$ cat src/rtl/fetch_pkg.sv
// Shared types and constants for the MIPS IF stage.
package fetch_pkg;

    typedef enum logic {
        FETCH = 1'b0,
        HOLD  = 1'b1
    } fetch_state_e;

    localparam logic [2:0]  NPC_SEQ       = 3'b000;
    localparam logic [31:0] DEF_RESET_PC  = 32'h0000_3000;
    localparam logic [31:0] DEF_NOP_INSTR = 32'h0000_0000;

    function automatic logic [31:0] pc_plus4(input logic [31:0] pc);
        return pc + 32'd4;
    endfunction

endpackage

$ cat src/rtl/fetch_stage_if.sv
// Instruction-memory request/response bundle between the fetch stage and memory.
interface fetch_stage_if;
    logic        imem_req;
    logic [31:0] imem_addr;
    logic [31:0] imem_rdata;
    logic        imem_ready;

    modport master (output imem_req, output imem_addr, input imem_rdata, input imem_ready);
    modport slave  (input imem_req, input imem_addr, output imem_rdata, output imem_ready);
endinterface

$ cat src/rtl/fetch_stage_if_id_reg.sv
// IF/ID pipeline register: load wins over bubble, otherwise hold; reset loads the bubble value.
module if_id_reg #(
    parameter int          W      = 97,
    parameter logic [W-1:0] BUBBLE = '0
) (
    input  logic         clk,
    input  logic         reset,
    input  logic         i_load,
    input  logic         i_bubble,
    input  logic [W-1:0] i_d,
    output logic [W-1:0] o_q
);

    logic [W-1:0] r_q;

    // Pipeline register with priority load > bubble > hold
    always_ff @(posedge clk or posedge reset) begin
        if (reset) begin
            r_q <= BUBBLE;
        end else if (i_load) begin
            r_q <= i_d;
        end else if (i_bubble) begin
            r_q <= BUBBLE;
        end else begin
            r_q <= r_q;
        end
    end

    assign o_q = r_q;

endmodule

$ cat src/rtl/fetch_stage.sv
// MIPS IF stage with IF/ID register; optional misaligned-fetch trap under FETCH_ADEL_CHECK_EN.
module fetch_stage
    import fetch_pkg::*;
#(
    parameter logic [31:0] RESET_PC  = DEF_RESET_PC,
    parameter logic [31:0] NOP_INSTR = DEF_NOP_INSTR
) (
    input  logic          clk,
    input  logic          reset,
    input  logic [2:0]    npc_sel,
    input  logic [31:0]   next_pc,
    input  logic          stall_f,
    fetch_stage_if.master imem,
    output logic [31:0]   instr_d,
    output logic [31:0]   pc_d,
    output logic [31:0]   pc4_d,
    output logic          valid_d
`ifdef FETCH_ADEL_CHECK_EN
    ,
    output logic          exc_adel_d
`endif
);

`ifdef FETCH_ADEL_CHECK_EN
    localparam int W = 98;
    localparam logic [W-1:0] BUBBLE = {1'b0, 1'b0, NOP_INSTR, 32'h0000_0000, 32'h0000_0000};
`else
    localparam int W = 97;
    localparam logic [W-1:0] BUBBLE = {1'b0, NOP_INSTR, 32'h0000_0000, 32'h0000_0000};
`endif

    fetch_state_e r_state, w_state_nxt;
    logic [31:0]  r_pc, w_pc_nxt;
    logic         r_pend, w_pend_nxt;
    logic [31:0]  r_pend_tgt, w_tgt_nxt;
    logic [31:0]  r_buf, w_buf_nxt;
    logic         w_adel, w_advance, w_bubble, w_req, w_redirect;
    logic [31:0]  w_word;
    logic [W-1:0] w_ifid_d, w_ifid_q;

`ifdef FETCH_ADEL_CHECK_EN
    assign w_adel = (r_state == FETCH) && (r_pc[1:0] != 2'b00);
`else
    assign w_adel = 1'b0;
`endif

    assign w_redirect = (npc_sel != NPC_SEQ);

    // Next-state, next-PC and handshake decode
    always_comb begin
        w_state_nxt = r_state;
        w_pc_nxt    = r_pc;
        w_pend_nxt  = r_pend;
        w_tgt_nxt   = r_pend_tgt;
        w_buf_nxt   = r_buf;
        w_advance   = 1'b0;
        w_bubble    = 1'b0;
        w_req       = 1'b0;
        w_word      = NOP_INSTR;
        case (r_state)
            FETCH: begin
                w_req  = ~w_adel;
                w_word = w_adel ? NOP_INSTR : imem.imem_rdata;
                if (stall_f) begin
                    // Park a completed word so memory is not asked twice
                    if (imem.imem_ready && !w_adel) begin
                        w_buf_nxt   = imem.imem_rdata;
                        w_state_nxt = HOLD;
                    end else begin
                        w_state_nxt = FETCH;
                    end
                end else if (imem.imem_ready || w_adel) begin
                    w_advance = 1'b1;
                end else begin
                    w_bubble = 1'b1;
                    if (w_redirect) begin
                        w_pend_nxt = 1'b1;
                        w_tgt_nxt  = next_pc;
                    end else begin
                        w_pend_nxt = r_pend;
                    end
                end
            end
            HOLD: begin
                w_word = r_buf;
                if (!stall_f) begin
                    w_advance = 1'b1;
                end else begin
                    w_advance = 1'b0;
                end
            end
            default: begin
                w_state_nxt = FETCH;
            end
        endcase
        if (w_advance) begin
            w_state_nxt = FETCH;
            w_pend_nxt  = 1'b0;
            if (w_redirect) begin
                w_pc_nxt = next_pc;
            end else if (r_pend) begin
                w_pc_nxt = r_pend_tgt;
            end else begin
                w_pc_nxt = pc_plus4(r_pc);
            end
        end else begin
            w_pc_nxt = r_pc;
        end
    end

    // Fetch-side state registers
    always_ff @(posedge clk or posedge reset) begin
        if (reset) begin
            r_state    <= FETCH;
            r_pc       <= RESET_PC;
            r_pend     <= 1'b0;
            r_pend_tgt <= 32'h0000_0000;
            r_buf      <= 32'h0000_0000;
        end else begin
            r_state    <= w_state_nxt;
            r_pc       <= w_pc_nxt;
            r_pend     <= w_pend_nxt;
            r_pend_tgt <= w_tgt_nxt;
            r_buf      <= w_buf_nxt;
        end
    end

    assign imem.imem_req  = w_req;
    assign imem.imem_addr = r_pc;

`ifdef FETCH_ADEL_CHECK_EN
    assign w_ifid_d = {w_adel, 1'b1, w_word, r_pc, pc_plus4(r_pc)};
`else
    assign w_ifid_d = {1'b1, w_word, r_pc, pc_plus4(r_pc)};
`endif

    if_id_reg #(
        .W      (W),
        .BUBBLE (BUBBLE)
    ) u_if_id_reg (
        .clk      (clk),
        .reset    (reset),
        .i_load   (w_advance),
        .i_bubble (w_bubble),
        .i_d      (w_ifid_d),
        .o_q      (w_ifid_q)
    );

    assign valid_d = w_ifid_q[96];
    assign instr_d = w_ifid_q[95:64];
    assign pc_d    = w_ifid_q[63:32];
    assign pc4_d   = w_ifid_q[31:0];
`ifdef FETCH_ADEL_CHECK_EN
    assign exc_adel_d = w_ifid_q[97];
`endif

endmodule

$ cat src/flat_wrapper.sv
// flat-port wrapper written by rule: the top's interface ports become plain ports
module fetch_stage_flat import fetch_pkg::*;
#(
    parameter logic [31:0] RESET_PC  = DEF_RESET_PC,
    parameter logic [31:0] NOP_INSTR = DEF_NOP_INSTR
)
  (clk, reset, npc_sel, next_pc, stall_f, instr_d, pc_d, pc4_d, valid_d, imem_imem_req, imem_imem_addr, imem_imem_rdata, imem_imem_ready);
  fetch_stage_if imem_i ();
  input  logic clk;
  input  logic reset;
  input  logic [2:0] npc_sel;
  input  logic [31:0] next_pc;
  input  logic stall_f;
  output logic [31:0] instr_d;
  output logic [31:0] pc_d;
  output logic [31:0] pc4_d;
  output logic valid_d;
  output wire logic [$bits(imem_i.imem_req)-1:0] imem_imem_req;
  output wire logic [$bits(imem_i.imem_addr)-1:0] imem_imem_addr;
  input wire logic [$bits(imem_i.imem_rdata)-1:0] imem_imem_rdata;
  input wire logic [$bits(imem_i.imem_ready)-1:0] imem_imem_ready;
  assign imem_imem_req = imem_i.imem_req;
  assign imem_imem_addr = imem_i.imem_addr;
  assign imem_i.imem_rdata = imem_imem_rdata;
  assign imem_i.imem_ready = imem_imem_ready;
  fetch_stage #(.RESET_PC(RESET_PC), .NOP_INSTR(NOP_INSTR)) u_core (.clk(clk), .reset(reset), .npc_sel(npc_sel), .next_pc(next_pc), .stall_f(stall_f), .imem(imem_i), .instr_d(instr_d), .pc_d(pc_d), .pc4_d(pc4_d), .valid_d(valid_d));
endmodule
$ cat config.mk
export PLATFORM = sky130hd
export DESIGN_NAME = fetch_stage_flat
export DESIGN_NICKNAME = d
export VERILOG_FILES = /design/src/rtl/fetch_pkg.sv /design/src/rtl/fetch_stage_if.sv /design/src/rtl/fetch_stage_if_id_reg.sv /design/src/rtl/fetch_stage.sv /design/src/flat_wrapper.sv
export SDC_FILE = /design/constraint.sdc
export NUM_CORES = 1
export LEC_CHECK = 0
export ABC_CLOCK_PERIOD_IN_PS = 7400
export CORE_MARGIN = 2
export CORE_UTILIZATION = 51
export DETAILED_ROUTE_END_ITERATION = 10
export HOLD_SLACK_MARGIN = 0.03
export PLACE_DENSITY = 0.8
export SETUP_SLACK_MARGIN = 0.05
export SLEW_MARGIN = 30
export SYNTH_ARGS = -nofsm -noshare
export SYNTH_HDL_FRONTEND = slang
export SYNTH_SLANG_ARGS = --single-unit
$ cat constraint.sdc
create_clock -name clk -period 7.4 [get_ports clk]
set_input_delay 1.48 -clock clk [delete_from_list [all_inputs] [get_ports clk]]
set_output_delay 1.48 -clock clk [all_outputs]
set_load 0.05 [all_outputs]
==> reports/qor.yml, run 1 <==
timing:
  skew_ps: 7.549
  min_period_ps: 3793
  maxClockFrequency_ghz: 0.2637
  fin_tns_setup_ps: 0
  timing_max_transition_violations_final: 0
  holdWs_ps: 478.5
  finalSetupViolCount: 0
  fin_ws_ps: 3607
  unrepaired_setup_endpoints_after_global_routing: "no"
  final_min_period_over_clock_period: 0.5125
  max-slew-margin-rel: 0.3793
  hold_viol: 0
  worst-slew-pin-transition_ps: 928.8
synth:
  synth_area_leaders: "sky130_fd_sc_hd__dfrtp_1 54%, sky130_fd_sc_hd__mux2_2 8.2%, sky130_fd_sc_hd__o21ai_0 5.1%, sky130_fd_sc_hd__nand2_1 4.4%, sky130_fd_sc_hd__a21oi_1 3.7%"
  netlist.top_cell.by_area: "sky130_fd_sc_hd__dfrtp_1"
  synth-async-reset-ratio: 1.000
  synth_warnings: 0
  sequential_fraction_of_the_synthesis_area: 0.5485
  synth_nets: 916
  share_of_the_synthesized_area_in_the_top_cell_type: 0.5425
  synth_enable_flop_cells: 0
  syn_area_um2: 8810
  ys_dominant_reg_cell: "sky130_fd_sc_hd__dfrtp_1"
  yosysUniqueCellTypes: 52
  synthCells: 844
  synth_area_per_cell_um2: 10.44
  yosys_register_bits: 193
worst_hold_path:
  hold_path_class: "reg -> reg"
die:
  die_width_um: 135.4
  initial_utilization: 0.5147
  floorplan.rows: 48
  floorplan.io_pins: 201
  core_um2: 17120
  die_y_um: 135.4
  die_area_um2: 18340
flow_run:
  cap_violations: 0
routing:
  drt-initial-drc-count: 572
  drt_first_pass_iters: 6
  post-route-drc-count: 0
  drt_wl_total_um: 23210
  detail_route.vias_per_cell: 5.848
  wire_per_inst_um: 18.75
  num_vias: 7240
  detail-route-antenna-nets: 0
place:
  pre_cts_slack_ps: 3467
  finalWeightedCongestion: 0.8261
  dp_hpwl_um: 14980
  buffer_ports.inserted: 200
clock_network:
  worstSkewPairLatency_ps: 430
  max-clock-path-buffers: 2
  cts_inserted_buffers: 17
  cts.repair.resized: 0
  cts_tree: "built"
  worst_setup_hold_path_clk_slew_ps: 60
  clock-sinks: 193
  post_cts_setup_buffer_count: 0
  htree_levels: 4
  clock-root-buffer: "sky130_fd_sc_hd__clkbuf_16"
  quantity_of_hold_fixing_buffers_added_after_cts: 0
power:
  p_clk_frac: 0.298
  comb_power_share: 0.293
  leakage_uw: 0.004909
  p_sw_frac: 0.3462
  vdd_drop_max_mv: 0.2090
  power-per-cell-area_nw_per_um2: 291.5
  power_frac_seq: 0.409
  p_switching_uw: 1164
  intPower_uw: 2199
final_layout:
  final_layout_size_suffix_gt1_frac: 0.1194
  final_nets: 1073
  layout-area-overhead-vs-synth_pct: 30.96
  antenna_cells_inserted: 0
global_routing:
  vias_in_the_first_global_route: 7015
  total_congestion_overflow_after_global_routing: 0
  grt_start_max_net_pins: 129
  initial_antenna_violation_count: 0
  grtUsageTotal: 0.2570
  grt_pass1_wl_um: 37180
worst_setup_path:
  crit_required_ps: 5920
  endpoint_kind: "primary output"
  timing.setup.critical_path_class: "reg -> out"
  crit_fanout: 35
  worstPathArrival_ps: 2310
  critical_path.startpoint_type: "flop"
run_status:
  status: "finished clean"
power groups by stage:
stage | logic [uW] | clock network, uW | registers (uW)
floorplan | 319 | 0 | 1700
global placement | 970 | 0 | 1390
detailed placement | 985 | 0 | 1390
CTS | 989 | 1010 | 1370
global route | 1040 | 1050 | 1400
finish | 984 | 1000 | 1380
critical path, cell delays in order (launching register included):
cell and delay, ps:
sky130_fd_sc_hd__dfrtp_1 360, sky130_fd_sc_hd__buf_4 260, sky130_fd_sc_hd__inv_1 90, sky130_fd_sc_hd__buf_4 290, sky130_fd_sc_hd__clkdlybuf4s50_1 860
per-stage QoR:
stage,util,cell area (um^2),power (uW),instances
final,0.6741,11540,3363,1238
after global routing,0.6741,11540,3492,1238
after CTS,0.6738,11530,3376,1238
after detailed placement,0.6367,10900,2377,1207
after global placement,0.6367,10900,2356,1207
after floorplan,-,8810,2021,844
metal layers:
metal	global-route usage	wire, um	vias to the layer above
met5	0	0	-
met4	0.07813	312	0
met3	0.06547	1827	25
met2	0.4067	11060	258
met1	0.3523	10020	3630
li1	-	-	3327
cells in the mapped netlist, drive strengths merged, types with 9 or more instances:
library cell / n
a21oi: 66
a22o: 29
and3: 44
buf: 20
clkbuf: 54
dfrtp: 191
mux2: 64
nand2: 103
nand3: 28
nand4: 11
nor2: 33
o21ai: 89
xnor2: 19
xor2: 9
cell families after synthesis:
family	after synthesis	synth area share
AOI/OAI and AO/OA	231	0.1603
xor gates and xnor gates	28	0.02784
adders and majority gates	1	0.001420
buffers and inverters	82	0.03778
DFF	193	0.5485
muxes	66	0.08408
and+or+nand+nor	243	0.1400
layout make-up:
type / count / area [um^2]
Clock buffer: 22 / 454.2
Inverter: 8 / 42.54
Timing Repair Buffer: 212 / 2090
Tap cell: 225 / 281.5
Multi-Input combinational cell: 569 / 3657
Sequential cell: 193 / 4832
Fill cell: 1361 / 5579
Clock inverter: 9 / 180.2
cell usage in the layout, fill, tap and decap left out, types with 4 or more instances in the layout:
| cell | n |
|---|---|
| sky130_fd_sc_hd__nand2_1 | 103 |
| sky130_fd_sc_hd__nand3_1 | 28 |
| sky130_fd_sc_hd__a221oi_1 | 4 |
| sky130_fd_sc_hd__a211oi_1 | 4 |
| sky130_fd_sc_hd__nor3_1 | 5 |
| sky130_fd_sc_hd__buf_4 | 13 |
| sky130_fd_sc_hd__o2bb2ai_1 | 8 |
| sky130_fd_sc_hd__a21oi_1 | 66 |
| sky130_fd_sc_hd__dfrtp_1 | 191 |
| sky130_fd_sc_hd__o21ai_0 | 89 |
| sky130_fd_sc_hd__clkdlybuf4s50_1 | 199 |
| sky130_fd_sc_hd__o22ai_1 | 8 |
| sky130_fd_sc_hd__nand4_1 | 8 |
| sky130_fd_sc_hd__mux2_2 | 64 |
| sky130_fd_sc_hd__nor2_1 | 32 |
| sky130_fd_sc_hd__a31oi_1 | 4 |
| sky130_fd_sc_hd__and4_1 | 6 |
| sky130_fd_sc_hd__and3_1 | 43 |
| sky130_fd_sc_hd__inv_1 | 7 |
| sky130_fd_sc_hd__xnor2_1 | 19 |
| sky130_fd_sc_hd__a22o_1 | 29 |
| sky130_fd_sc_hd__o311a_1 | 4 |
| sky130_fd_sc_hd__bufinv_16 | 5 |
| sky130_fd_sc_hd__clkbuf_16 | 17 |
| sky130_fd_sc_hd__clkbuf_1 | 4 |
| sky130_fd_sc_hd__xor2_1 | 9 |
flip-flops by register name (all words and copies together) (netlist names):
| signal | count |
|---|---|
| u_core.r_pend | 1 |
| u_core.r_buf | 32 |
| u_core.r_pend_tgt | 32 |
| u_core.r_state | 1 |
| u_core.u_if_id_reg.o_q | 95 |
| u_core.imem.imem_addr | 32 |
worst paths after layout:
path	slack (ps)	endpoint	cells after the start	from
max	3610	imem_imem_req	4	u_core.r_state$_DFF_PP0_
min reg2reg	480	u_core.u_if_id_reg.o_q[23]$_DFFE_PP0P_	2	u_core.u_if_id_reg.o_q[23]$_DFFE_PP0P_
min	480	u_core.u_if_id_reg.o_q[23]$_DFFE_PP0P_	2	u_core.u_if_id_reg.o_q[23]$_DFFE_PP0P_
max in group asynchronous	4490	u_core.u_if_id_reg.o_q[24]$_DFFE_PP0P_	3	reset
min in group asynchronous	1500	u_core.u_if_id_reg.o_q[88]$_DFFE_PP0P_	2	reset
max reg2reg	5020	u_core.imem.imem_addr[11]$_DFFE_PP0N_	7	u_core.r_state$_DFF_PP0_
Note: power is estimated with default switching activity, not from simulation.
==> run 2: changes to the inputs <==
Settings changed: ABC_CLOCK_PERIOD_IN_PS 7400 to 3200, CORE_UTILIZATION 51 to 46, PLACE_DENSITY 0.8 to 0.76.
Clock period 7.4 ns to 3.2 ns, I/O delays scaled along.
==> run 2 against run 1 <==
Against the previous run:
- first-iteration DRC count decreased by 5.4%
- critical path type unchanged
- non-clock buffer count increased by 10
- global-route usage decreased by 1.6 points
- routed wire length increased by 3.6%
- core utilization decreased by 5.7 points
- highest routed layer unchanged
- worst hold slack improved by 2.0 ps
- sequential share of layout area decreased by 0.18 points
- sequential power increased by 130%
- critical endpoint is now imem_imem_addr[13]
==> reports/qor.yml, run 2 (synthesis results as in run 1) <==
timing:
  final_min_period_over_clock_period: 0.8114
  fin_ws_ps: 603.6
  finalSetupViolCount: 0
  fin_tns_setup_ps: 0
  unrepaired_setup_endpoints_after_global_routing: "no"
  max-slew-margin-rel: 0.5513
  skew_ps: 9.841
  min_period_ps: 2596
  worst-slew-pin-transition_ps: 673.0
  timing_max_transition_violations_final: 0
  maxClockFrequency_ghz: 0.3851
  hold_viol: 0
place:
  buffer_ports.inserted: 200
  pre_cts_slack_ps: 387.1
  finalWeightedCongestion: 0.8620
  dp_hpwl_um: 16350
power:
  vdd_drop_max_mv: 0.3960
  leakage_uw: 0.004934
  power-per-cell-area_nw_per_um2: 653.7
  fin_total_pwr_uw: 7574
worst_setup_path:
  critical_path.startpoint_type: "flop"
  crit_slowest_cell: "sky130_fd_sc_hd__clkdlybuf4s50_1"
  path_cells: "clkdlybuf4s50_1"
  crit_required_ps: 2560
  crit_fanout: 8
  critPathTopFamily: "buffers and inverters"
  timing.setup.critical_path_class: "reg -> out"
  endpoint_kind: "primary output"
  worstPathArrival_ps: 1960
  worst-path-buf-inv: 1
  critical-path-max-stage-delay_ps: 880
final_layout:
  layout-area-overhead-vs-synth_pct: 31.52
  final_layout_size_suffix_gt1_frac: 0.1311
  antenna_cells_inserted: 0
  final_nets: 1083
  layout.cells.most_common_list: "198 x sky130_fd_sc_hd__clkdlybuf4s50_1, 191 x sky130_fd_sc_hd__dfrtp_1, 103 x sky130_fd_sc_hd__nand2_1"
  largest_reg_flops: 95
  final_common_cell: "sky130_fd_sc_hd__clkdlybuf4s50_1"
die:
  die_width_um: 142.4
  initial_utilization: 0.4694
  core_um2: 18770
  die_y_um: 142.4
  floorplan.io_pins: 201
  die_area_um2: 20270
  floorplan.rows: 50
routing:
  detail-route-antenna-nets: 0
  num_vias: 7170
  drt-initial-drc-count: 541
  drt_wl_total_um: 24040
  detail_route.vias_per_cell: 5.709
  drt_first_pass_iters: 5
  wire_per_inst_um: 19.14
  post-route-drc-count: 0
clock_network:
  worst_setup_hold_path_clk_slew_ps: 70
  clock-sinks: 193
  cts_inserted_buffers: 17
  worstSkewPairLatency_ps: 430
  clock-root-buffer: "sky130_fd_sc_hd__clkbuf_16"
  cts_tree: "built"
  post_cts_setup_buffer_count: 0
  max-clock-path-buffers: 2
  quantity_of_hold_fixing_buffers_added_after_cts: 0
  cts.repair.resized: 0
  htree_levels: 4
worst_hold_path:
  hold_path_class: "reg -> reg"
run_status:
  status: "finished clean"
global_routing:
  grt_start_max_net_pins: 72
  grt_pass1_wl_um: 38480
  grtUsageTotal: 0.2409
  initial_antenna_violation_count: 0
  total_congestion_overflow_after_global_routing: 0
  vias_in_the_first_global_route: 7119
flow_run:
  cap_violations: 0
## run 2: layout make-up
type                       count  area [um^2]
clock inverter                 9        100.1
tap                          234        292.8
timing repair buffer         222         2200
sequential                   193         4832
clock buffer                  21        470.5
multi-input combinational    569         3657
fill                        1562         7182
inverter                       8        33.78
## run 2: worst paths after layout
path	from	endpoint	slack, ps	cells after the start
worst max-delay path	u_core.imem.imem_addr[13]$_DFFE_PP1N_	imem_imem_addr[13]	600	1
worst min-delay path	u_core.u_if_id_reg.o_q[18]$_DFFE_PP0P_	u_core.u_if_id_reg.o_q[18]$_DFFE_PP0P_	480	2
worst max register to register	u_core.imem.imem_addr[2]$_DFFE_PP0N_	u_core.imem.imem_addr[28]$_DFFE_PP0N_	760	6
worst min register to register	u_core.u_if_id_reg.o_q[18]$_DFFE_PP0P_	u_core.u_if_id_reg.o_q[18]$_DFFE_PP0P_	480	2
max in group asynchronous	reset	u_core.r_buf[3]$_DFFE_PP0P_	1930	3
min in group asynchronous	reset	u_core.u_if_id_reg.o_q[38]$_DFFE_PP0P_	570	2
## run 2: metal layers
metal  up-vias  track usage  part of all wire
met2       295       0.3738              0.46
met4         0      0.08129             0.022
met3        39      0.04778             0.071
li1       3345            -                 -
met1      3491       0.3407              0.44
met5         -            0                 0
## run 2: report_power, final
part,switching [uW],internal [uW]
Combinational,1460,849
Clock,943,1140
Sequential,342,2840
Total,2740,4830
## run 2: stage by stage
step,area (um^2),instances,hold WS (ps),utilization
global placement,11020,1226,463.6,0.5869
global route,11590,1256,494.9,0.6173
CTS,11590,1256,485.3,0.6173
detailed placement,11020,1226,469.5,0.5869
finish,11590,1256,480.5,0.6173
floorplan,8813,844,470.6,-
